## config.mk

```make
export PLATFORM = sky130hd
export DESIGN_NAME = alu_result_stage
export DESIGN_NICKNAME = d
export VERILOG_FILES = /design/src/rtl/cpu_pkg.sv /design/src/rtl/branch_cond.sv /design/src/rtl/alu_result_stage.sv
export SDC_FILE = /design/constraint.sdc
export NUM_CORES = 1
export LEC_CHECK = 0
export CORE_ASPECT_RATIO = 1.4
export CORE_UTILIZATION = 37
export DETAILED_ROUTE_END_ITERATION = 7
export PLACE_DENSITY = 0.87
export SYNTH_ARGS = -nofsm -noshare
export SYNTH_HDL_FRONTEND = slang
export SYNTH_SLANG_ARGS = --single-unit
export TNS_END_PERCENT = 30
```

## constraint.sdc

```tcl
create_clock -name clk -period 1.95 [get_ports clk]
set_clock_uncertainty 0.05 [all_clocks]
set_input_delay 0.585 -clock clk [delete_from_list [all_inputs] [get_ports clk]]
set_output_delay 0.585 -clock clk [all_outputs]
set_load 0.02 [all_outputs]
```

## src/rtl/cpu_pkg.sv

```systemverilog
// Shared CPU definitions: opcode encodings, flag bit positions, result-stage entry.
// Latency: n/a (types and constants only).
// Backpressure: n/a.
// Contents: OP_* 5-bit opcodes, FLAG_Z/FLAG_N indices, result_entry_t, is_alu_wb_op().
package cpu_pkg;

  // Datapath widths the entry struct is built for; the result stage's
  // DATA_W/REG_AW parameters must match these.
  localparam int CPU_DATA_W = 32;
  localparam int CPU_REG_AW = 5;

  // Architectural flag register bit positions.
  localparam int FLAG_Z = 0;
  localparam int FLAG_N = 1;

  // Opcode encodings. 5'b10010 and 5'b11010..5'b11111 are unassigned.
  localparam logic [4:0] OP_ADD   = 5'b00000;
  localparam logic [4:0] OP_ADDI  = 5'b00001;
  localparam logic [4:0] OP_SUB   = 5'b00010;
  localparam logic [4:0] OP_SUBI  = 5'b00011;
  localparam logic [4:0] OP_MUL   = 5'b00100;
  localparam logic [4:0] OP_DIV   = 5'b00101;
  localparam logic [4:0] OP_AND   = 5'b00110;
  localparam logic [4:0] OP_ANDI  = 5'b00111;
  localparam logic [4:0] OP_OR    = 5'b01000;
  localparam logic [4:0] OP_ORI   = 5'b01001;
  localparam logic [4:0] OP_NOT   = 5'b01010;
  localparam logic [4:0] OP_XOR   = 5'b01011;
  localparam logic [4:0] OP_XORI  = 5'b01100;
  localparam logic [4:0] OP_MOVEL = 5'b01101;
  localparam logic [4:0] OP_MOVEH = 5'b01110;
  localparam logic [4:0] OP_LD    = 5'b01111;
  localparam logic [4:0] OP_ST    = 5'b10000;
  localparam logic [4:0] OP_CMP   = 5'b10001;
  localparam logic [4:0] OP_BEQ   = 5'b10011;
  localparam logic [4:0] OP_BNE   = 5'b10100;
  localparam logic [4:0] OP_BLT   = 5'b10101;
  localparam logic [4:0] OP_BGT   = 5'b10110;
  localparam logic [4:0] OP_CALL  = 5'b10111;
  localparam logic [4:0] OP_RET   = 5'b11000;
  localparam logic [4:0] OP_RETI  = 5'b11001;

  // One held result: writeback, memory and branch effects of a single op.
  typedef struct packed {
    logic                  wb_en;
    logic [CPU_REG_AW-1:0] wb_rd;
    logic [CPU_DATA_W-1:0] wb_data;
    logic                  mem_req;
    logic                  mem_we;
    logic [CPU_DATA_W-1:0] mem_addr;
    logic [CPU_DATA_W-1:0] mem_wdata;
    logic                  br_taken;
    logic [CPU_DATA_W-1:0] br_target;
  } result_entry_t;

  // Ops whose ALU result is written straight back to rd.
  function automatic logic is_alu_wb_op(input logic [4:0] op);
    logic hit;
    hit = 1'b0;
    case (op)
      OP_ADD, OP_ADDI, OP_SUB, OP_SUBI, OP_MUL, OP_DIV,
      OP_AND, OP_ANDI, OP_OR, OP_ORI, OP_NOT, OP_XOR, OP_XORI: hit = 1'b1;
      default: hit = 1'b0;
    endcase
    return hit;
  endfunction

endpackage

```

## src/rtl/branch_cond.sv

```systemverilog
// Branch condition evaluation against the architectural flag register.
// Latency: combinational.
// Backpressure: none (pure function of opcode and flags).
// Ports: opcode (5b decoded op), flags (2b, [FLAG_Z]/[FLAG_N]), taken (1 = branch taken).
module branch_cond
  import cpu_pkg::*;
(
  input  logic [4:0] opcode,
  input  logic [1:0] flags,
  output logic       taken
);

  always_comb begin
    taken = 1'b0;
    case (opcode)
      OP_BEQ:  taken = flags[FLAG_Z];
      OP_BNE:  taken = !flags[FLAG_Z];
      OP_BLT:  taken = flags[FLAG_N];
      OP_BGT:  taken = !flags[FLAG_N] && !flags[FLAG_Z];
      default: taken = 1'b0;
    endcase
  end

endmodule

```

## src/rtl/alu_result_stage.sv

```systemverilog
// Turns ALU result + flags + opcode into writeback, memory and branch requests; holds flags_q.
// Latency: 1 cycle from accept to out_valid.
// Backpressure: single-entry valid/ready register, in_ready = !out_valid | out_ready.
// Ports: clk/rst (sync, active-high), flush, in_* execute-stage op with in_valid/in_ready,
//   out_* held entry with out_valid/out_ready, flags_q architectural flags ([0]=Z, [1]=N).
// Option: define FLAGS_ON_ARITH_EN to also load flags_q on accepted arithmetic/logic ops.
module alu_result_stage
  import cpu_pkg::*;
#(
  parameter int DATA_W = 32,
  parameter int REG_AW = 5
) (
  input  logic              clk,
  input  logic              rst,
  input  logic              flush,
  input  logic              in_valid,
  output logic              in_ready,
  input  logic [4:0]        in_opcode,
  input  logic [DATA_W-1:0] in_alu_out,
  input  logic [1:0]        in_flags,
  input  logic [REG_AW-1:0] in_rd,
  input  logic [DATA_W-1:0] in_rd_old,
  input  logic [DATA_W-1:0] in_store_data,
  input  logic [DATA_W-1:0] in_br_target,
  output logic              out_valid,
  input  logic              out_ready,
  output logic              out_wb_en,
  output logic [REG_AW-1:0] out_wb_rd,
  output logic [DATA_W-1:0] out_wb_data,
  output logic              out_mem_req,
  output logic              out_mem_we,
  output logic [DATA_W-1:0] out_mem_addr,
  output logic [DATA_W-1:0] out_mem_wdata,
  output logic              out_br_taken,
  output logic [DATA_W-1:0] out_br_target,
  output logic [1:0]        flags_q
);

  localparam int HALF_W = DATA_W / 2;

  result_entry_t entry_q;
  result_entry_t entry_d;
  logic          accept;
  logic          br_taken;
  logic          flags_upd;

  assign in_ready = !out_valid || out_ready;
  assign accept   = in_valid && in_ready && !flush;

  // Branches see flags_q as it stands before this accept's own update.
  branch_cond u_branch_cond (
    .opcode (in_opcode),
    .flags  (flags_q),
    .taken  (br_taken)
  );

  // Fields not relevant to an op stay 0 so the held entry is fully deterministic.
  always_comb begin
    entry_d = '0;
    if (is_alu_wb_op(in_opcode)) begin
      entry_d.wb_en   = 1'b1;
      entry_d.wb_rd   = in_rd;
      entry_d.wb_data = in_alu_out;
    end
    case (in_opcode)
      OP_MOVEL: begin
        entry_d.wb_en   = 1'b1;
        entry_d.wb_rd   = in_rd;
        entry_d.wb_data = {in_rd_old[DATA_W-1:HALF_W], in_alu_out[HALF_W-1:0]};
      end
      OP_MOVEH: begin
        entry_d.wb_en   = 1'b1;
        entry_d.wb_rd   = in_rd;
        entry_d.wb_data = {in_alu_out[DATA_W-1:HALF_W], in_rd_old[HALF_W-1:0]};
      end
      // LD's writeback comes from the memory return path, not from here.
      OP_LD: begin
        entry_d.mem_req  = 1'b1;
        entry_d.mem_addr = in_alu_out;
      end
      OP_ST: begin
        entry_d.mem_req   = 1'b1;
        entry_d.mem_we    = 1'b1;
        entry_d.mem_addr  = in_alu_out;
        entry_d.mem_wdata = in_store_data;
      end
      OP_BEQ, OP_BNE, OP_BLT, OP_BGT: begin
        entry_d.br_taken  = br_taken;
        entry_d.br_target = in_br_target;
      end
      // CALL/RET/RETI and unassigned codes carry no request; control unit owns them.
      default: ;
    endcase
  end

  always_comb begin
`ifdef FLAGS_ON_ARITH_EN
    flags_upd = (in_opcode == OP_CMP) || is_alu_wb_op(in_opcode);
`else
    flags_upd = (in_opcode == OP_CMP);
`endif
  end

  always_ff @(posedge clk) begin
    if (rst) begin
      out_valid <= 1'b0;
      entry_q   <= '0;
      flags_q   <= 2'b00;
    end else if (flush) begin
      // Flush drops both the held entry and whatever is being offered.
      out_valid <= 1'b0;
      entry_q   <= '0;
    end else if (accept) begin
      out_valid <= 1'b1;
      entry_q   <= entry_d;
      if (flags_upd) begin
        flags_q <= in_flags;
      end
    end else if (out_ready) begin
      out_valid <= 1'b0;
      entry_q   <= '0;
    end
  end

  assign out_wb_en     = entry_q.wb_en;
  assign out_wb_rd     = entry_q.wb_rd;
  assign out_wb_data   = entry_q.wb_data;
  assign out_mem_req   = entry_q.mem_req;
  assign out_mem_we    = entry_q.mem_we;
  assign out_mem_addr  = entry_q.mem_addr;
  assign out_mem_wdata = entry_q.mem_wdata;
  assign out_br_taken  = entry_q.br_taken;
  assign out_br_target = entry_q.br_target;

endmodule

```

==> results of run 1 <==
worst max-delay path by stage:
| stage | start | end | slack [ns] |
|---|---|---|---|
| global route | out_ready | out_br_target[19] | -0.01 |
| global placement | flush | out_mem_wdata[26] | -0.69 |
| detailed placement | flush | out_mem_wdata[24] | -0.86 |
| CTS | in_opcode[2] | out_br_target[31] | 0.03 |
| finish | out_ready | out_br_target[19] | -0.009 |
| floorplan | in_opcode[1] | out_br_target[10] | 0.17 |
cells in the mapped netlist, types with 2 or more instances:
cell type	instances
nand2_1	35
a22oi_1	33
nor2_1	7
a31oi_1	2
mux2i_1	2
buf_2	19
o21ai_1	6
clkbuf_1	7
buf_6	3
a22o_1	102
buf_4	4
dfxtp_1	140
nor3_4	2
inv_1	3
nor2b_1	4
a21oi_1	2
o21ai_0	27
area by class of cell:
class	count	share of cell area, %
clock inverters	14	1.43
well taps	150	2.18
repair buffers	328	37.6
flip-flops and latches	140	32.6
clock buffers	18	5.00
multi-input cells	242	21.0
inverters	3	0.131
diodes	1	0.0291
state kept, by name, indices dropped and copies added, names as in the netlist:
name and count:
out_mem_we 1, flags_q 2, out_br_target 32, out_mem_wdata 32, out_br_taken 1, out_mem_req 1, out_wb_data 32, out_wb_en 1
out_wb_rd 5, out_valid 1, out_mem_addr 32
critical path: stages:
cell and delay [ns]:
dlygate4sd2_1 0.25, or2b_4 0.25, buf_4 0.15, nand3_4 0.13
buf_12 0.12, nor4b_4 0.04, buf_4 0.16, bufbuf_16 0.28
a22o_1 0.23
through the flow:
stage | TNS [ns] | util [%]
floorplan | 0 | -
global placement | -62.71 | 64.2
detailed placement | -72.42 | 64.2
CTS | 0 | 68.7
global route | -0.0265 | 69.1
finish | -0.00911 | 69.1
layer usage:
| layer | up-vias | global-route usage (%) | wire length [um] |
|---|---|---|---|
| li1 | 2222 | - | - |
| met1 | 2289 | 26.1 | 6240 |
| met2 | 244 | 46.7 | 9210 |
| met3 | 46 | 8.48 | 1470 |
| met4 | 0 | 11.7 | 666 |
| met5 | - | 0 | 0 |
repair_timing:
action,CTS,global route
setup buffers,7,0
cloned,3,1
pin swaps,2,4
gates resized for setup,158,11
setup endpoints to repair,237,48
hold buffers,0,0
report_power, final:
part | total (mW) | internal, mW | switching (mW)
clock | 3.00 | 1.67 | 1.33
sequential | 2.90 | 2.88 | 0.0130
combinational | 0.631 | 0.389 | 0.242
total | 6.53 | 4.94 | 1.58
cells by family (layout without fill, tap and decap cells):
family          Yosys count  count (layout)
compound gates          177             177
flops                   140             140
simple gates             61              62
buf+inv                  36             363
mux                       2               2
xor+xnor                  1               1
other cells               0               1
==> flow_metrics.py, run 1 <==
metrics = {
    "status": {
        "status": "finished, violations left",
        "violations": "design-rule violations, negative setup slack",
    },
    "place": {
        "pre_cts_slack_ns": -0.855,
        "place_inst": 852,
        "dpl.hpwl_mm": 12.2,
        "place.gp.congestion": 0.801,
        "place_area_sq_um": 7980,
        "io_buffers": 285,
    },
    "finish": {
        "register_area_sq_um": 2800,
        "instances_no_fill": 896,
        "final_area_sq_um": 8590,
        "fin_nets": 877,
        "multiInputGateArea_sq_um": 1800,
        "final_common_cell": "dlygate4sd2_1",
        "area_growth_syn_to_layout_pct": 80.8,
        "final_layout_size_suffix_gt1_share_pct": 12.5,
        "nFillCells": 923,
        "layout_common_cells": "142 x dlygate4sd2_1, 139 x dfxtp_1, 137 x clkdlybuf4s50_1",
    },
    "timing": {
        "slew_headroom_pct": 72.2,
        "maxSlewViolCount": 0,
        "max_freq_mhz": 510,
        "grt_setup_unrepaired": "true",
        "tightest_slew_ns": 0.416,
        "final_hold_viol_count": 0,
        "finalWorstSetupSlack_ns": -0.00911,
        "min_period_ns": 1.96,
        "setup_viol": 1,
        "holdWs_ns": 0.398,
        "finalCritPeriodShare_pct": 100,
    },
    "logic_synthesis": {
        "syn_inst": 417,
        "synth-adder-area-share_pct": 0,
        "synth_edf_count": 0,
        "netlist.area_leader.share_pct": 59.0,
        "synth_simple_gate_area_share_pct": 7.45,
        "synth_area_leaders": "dfxtp_1 59%, a22o_1 19%, a22oi_1 5.2%",
        "ys.flop_type": "dfxtp_1",
        "synth.area.mux_share_pct": 0.421,
        "async_flop_share_pct": 0,
        "ys_types": 36,
        "synth_compound_area_share_pct": 28.8,
        "syn-cell-area_sq_um": 4750,
        "synth_top_family_by_area": "compound AO/OA/AOI/OAI gates",
        "yosysSeqAreaShare_pct": 59.0,
        "syn-num-nets": 562,
        "synth_top_area_cell": "dfxtp_1",
        "ys_ff_latch": 140,
        "synthXorXnorAreaFrac_pct": 0.184,
        "ys_warn_count": 0,
        "syn_area_per_cell_sq_um": 11.4,
    },
    "global_route": {
        "grt_pass1_wl_mm": 26.1,
        "grt_pass1_vias": 4934,
        "antenna_found_initial": 1,
        "grt_max_degree": 33,
        "grt-ovfl-total": 0,
        "grtUsageTotal_pct": 25.5,
    },
    "worst_setup_path": {
        "endpoint_kind": "flip-flop",
        "r2r_cells": 8,
        "r2r_end": "out_br_target[19]",
        "r2r_start": "out_valid",
        "cp.arrival_ns": 2.20,
        "cp-start-kind": "input port",
        "critPathKind": "in -> reg",
        "crit_path_max_fanout": 16,
        "r2r_slack_ns": 0.05,
        "crit_required_ns": 2.20,
    },
    "floorplanning": {
        "fp.dieH_um": 136,
        "fp-row-count": 48,
        "fp.dieW_um": 97.8,
        "dieArea_sq_um": 13300,
        "num_io_pins": 286,
        "start_util_pct": 38.2,
        "core_area_sq_um": 12400,
    },
    "pwr": {
        "ir_drop_mv": 0.655,
        "p_total_mw": 6.53,
        "powerDensity_nw_per_um2": 760,
        "static-leakage-power_nw": 3.97,
    },
    "worst_hold_path": {
        "hold_path_startpoint": "out_wb_data[6]",
        "min_path_cells": 2,
        "hold-path-endpoint": "out_wb_data[6]",
        "hold_class": "reg -> reg",
    },
    "clocking": {
        "cts_tree": "built",
        "path_clk_slew_ns": 0.07,
        "clockRootBuffer": "clkbuf_16",
        "cts_htree_levels": 4,
        "clk_latency_ns": 0.41,
        "clockBufferDepth": 2,
        "cts_inserted_buffers": 17,
        "cts_num_sinks": 140,
    },
    "detailed_routing": {
        "wire_per_inst_um": 19.6,
        "dr.pass1.iters": 8,
        "drt_iter0_drc": 234,
        "vias": 4801,
        "wirelength_mm": 17.6,
        "drc_errors": 46,
        "ant_nets": 0,
        "viasPerCell": 5.36,
    },
    "job": {
        "drv_cap": 0,
    },
}
Note: power is estimated with default switching activity, not from simulation.
==> run 2: changes to the inputs <==
--- a/config.mk
+++ b/config.mk
@@ -7,6 +7,7 @@
 export LEC_CHECK = 0
 export CORE_ASPECT_RATIO = 1.4
 export CORE_UTILIZATION = 37
+export CTS_CLUSTER_SIZE = 8
 export DETAILED_ROUTE_END_ITERATION = 7
 export PLACE_DENSITY = 0.87
 export SYNTH_ARGS = -nofsm -noshare
==> results of run 2 <==
No change in the layout: final DEF, timing and power equal those of run 1.
==> run 3: changes to the inputs <==
--- a/config.mk
+++ b/config.mk
@@ -10,6 +10,7 @@
 export CTS_CLUSTER_SIZE = 8
 export DETAILED_ROUTE_END_ITERATION = 7
 export PLACE_DENSITY = 0.87
+export SKIP_CTS_REPAIR_TIMING = 1
 export SYNTH_ARGS = -nofsm -noshare
 export SYNTH_HDL_FRONTEND = slang
 export SYNTH_SLANG_ARGS = --single-unit
==> run 3 against run 2 <==
Effect of this change:
- the flow finishes with violations (design-rule violations)
- critical path depth decreased by 1
- worst hold slack got worse by 0.00065 ns
- first-iteration DRC count down 12%
- sequential cell count unchanged
- power is 0.54% higher
- final area grew 6.0%
- largest power group unchanged
==> flow_metrics.py, run 3 (synthesis results as in run 1) <==
metrics = {
    "finish": {
        "nFillCells": 756,
        "final_layout_size_suffix_gt1_share_pct": 11.9,
        "final_util_pct": 73.2,
        "final_common_cell": "dlymetal6s2s_1",
        "fin_nets": 877,
        "instances_no_fill": 895,
        "num_antenna_cells": 0,
        "layout_common_cells": "144 x dlymetal6s2s_1, 140 x dfxtp_1, 140 x clkdlybuf4s50_1",
        "area_growth_syn_to_layout_pct": 91.6,
        "register_area_sq_um": 2800,
        "multiInputGateArea_sq_um": 1790,
    },
    "worst_setup_path": {
        "cp.arrival_ns": 2.21,
        "crit_path_max_fanout": 16,
        "critPathKind": "reg -> reg",
        "cp-start-kind": "flip-flop",
        "endpoint_kind": "flip-flop",
        "crit_required_ns": 2.24,
        "r2r_cells": 8,
    },
    "timing": {
        "max_freq_mhz": 521,
        "final_hold_viol_count": 0,
        "min_period_ns": 1.92,
        "finalCritPeriodShare_pct": 98.4,
        "maxSlewViolCount": 0,
        "slew_headroom_pct": 72.0,
        "tightest_slew_ns": 0.419,
        "setup_viol": 0,
    },
    "pwr": {
        "pwr-share-seq_pct": 44.2,
        "powerDensity_nw_per_um2": 721,
        "static-leakage-power_nw": 5.89,
        "combinationalPowerShare_pct": 9.9,
        "ir_drop_mv": 0.707,
        "p_total_mw": 6.56,
        "intPower_mw": 4.96,
        "clkPwrFrac_pct": 45.9,
        "p_switching_mw": 1.60,
        "swShare_pct": 24.5,
    },
    "floorplanning": {
        "start_util_pct": 38.2,
        "dieArea_sq_um": 13300,
        "num_io_pins": 286,
        "core_area_sq_um": 12400,
        "fp.dieH_um": 136,
        "fp.dieW_um": 97.8,
        "fp-row-count": 48,
    },
    "place": {
        "place_inst": 852,
        "io_buffers": 285,
        "place.gp.congestion": 0.801,
        "dpl.hpwl_mm": 12.2,
    },
    "detailed_routing": {
        "wirelength_mm": 18.8,
        "drt_iter0_drc": 207,
        "viasPerCell": 5.45,
        "wire_per_inst_um": 21.0,
        "ant_nets": 0,
        "vias": 4877,
        "drc_errors": 46,
        "dr.pass1.iters": 8,
    },
    "job": {
        "drv_cap": 0,
    },
    "global_route": {
        "grt_pass1_wl_mm": 24.7,
        "grt_util_met2_pct": 43.4,
        "antenna_found_initial": 0,
        "grt_pass1_vias": 4751,
        "busiest_layer": "met2",
        "grt_util_met1_pct": 24.7,
        "grt_max_degree": 35,
        "grt-ovfl-total": 0,
        "grtUsageTotal_pct": 23.9,
        "grt_use_met3_pct": 8.59,
    },
    "clocking": {
        "cts_num_sinks": 140,
        "clockBufferDepth": 2,
        "cts_htree_levels": 4,
        "cts_tree": "built",
        "cts_inserted_buffers": 17,
        "clockRootBuffer": "clkbuf_16",
        "path_clk_slew_ns": 0.06,
        "clk_latency_ns": 0.41,
    },
    "status": {
        "violations": "design-rule violations",
        "status": "finished, violations left",
    },
    "worst_hold_path": {
        "hold_class": "reg -> reg",
        "min_path_cells": 2,
    },
}
run 3: changes by cell type in the layout (fill, tap and decap cells not counted), moves of 3 or more:
cell             before  now
dlygate4sd2_1       142    0
dlymetal6s2s_1        4  144
clkbuf_16            17   22
buf_12               11    8
clkdlybuf4s50_1     137  140
run 3: metrics by stage:
| stage | area (sq um) | setup TNS, ns | hold slack [ns] | worst slack, ns |
|---|---|---|---|---|
| after floorplan | 4750 | 0 | 0.476 | 0.174 |
| after global placement | 7980 | -62.71 | 0.384 | -0.694 |
| after detailed placement | 7980 | -72.42 | 0.391 | -0.855 |
| after CTS | 8530 | -25.35 | 0.400 | -0.536 |
| after global routing | 9100 | -0.0338 | 0.415 | -0.0210 |
| final | 9100 | 0 | 0.397 | 0.0314 |
run 3: layout make-up:
class                           instances  area share, %
Clock buffer                           18           4.71
Multi-Input combinational cell        242           19.6
Sequential cell                       140           30.8
Tap cell                              150           2.06
Clock inverter                         14           1.35
Inverter                                3          0.124
Timing Repair Buffer                  328           41.3
run 3: final timing paths:
path | end | from | slack [ns]
worst min register to register | out_wb_data[6] | out_wb_data[6] | 0.40
worst min-delay path | out_wb_data[6] | out_wb_data[6] | 0.40
worst max register to register | out_br_target[31] | out_valid | 0.03
worst max-delay path | out_br_target[31] | out_valid | 0.03
run 3: power groups by stage:
stage | clock network [mW] | logic, mW | registers [mW]
final | 3.01 | 0.649 | 2.90
after global routing | 3.20 | 0.681 | 2.90
after CTS | 3.04 | 0.612 | 2.90
after detailed placement | 0 | 0.609 | 2.96
after global placement | 0 | 0.594 | 2.96
after floorplan | 0 | 0.132 | 2.99
run 3: worst max-delay path, stage by stage (launching register included):
cell	delay, ns
dfxtp_1	0.34
or2b_4	0.23
buf_4	0.13
nand3_4	0.12
buf_12	0.17
nor4b_4	0.28
buf_6	0.17
clkbuf_16	0.18
a22o_1	0.17
run 3: metal layers:
layer / routed length (um) / vias to the layer above
li1: - / 2221
met1: 6660 / 2338
met2: 9950 / 266
met3: 1490 / 52
met4: 695 / 0
met5: 0 / -
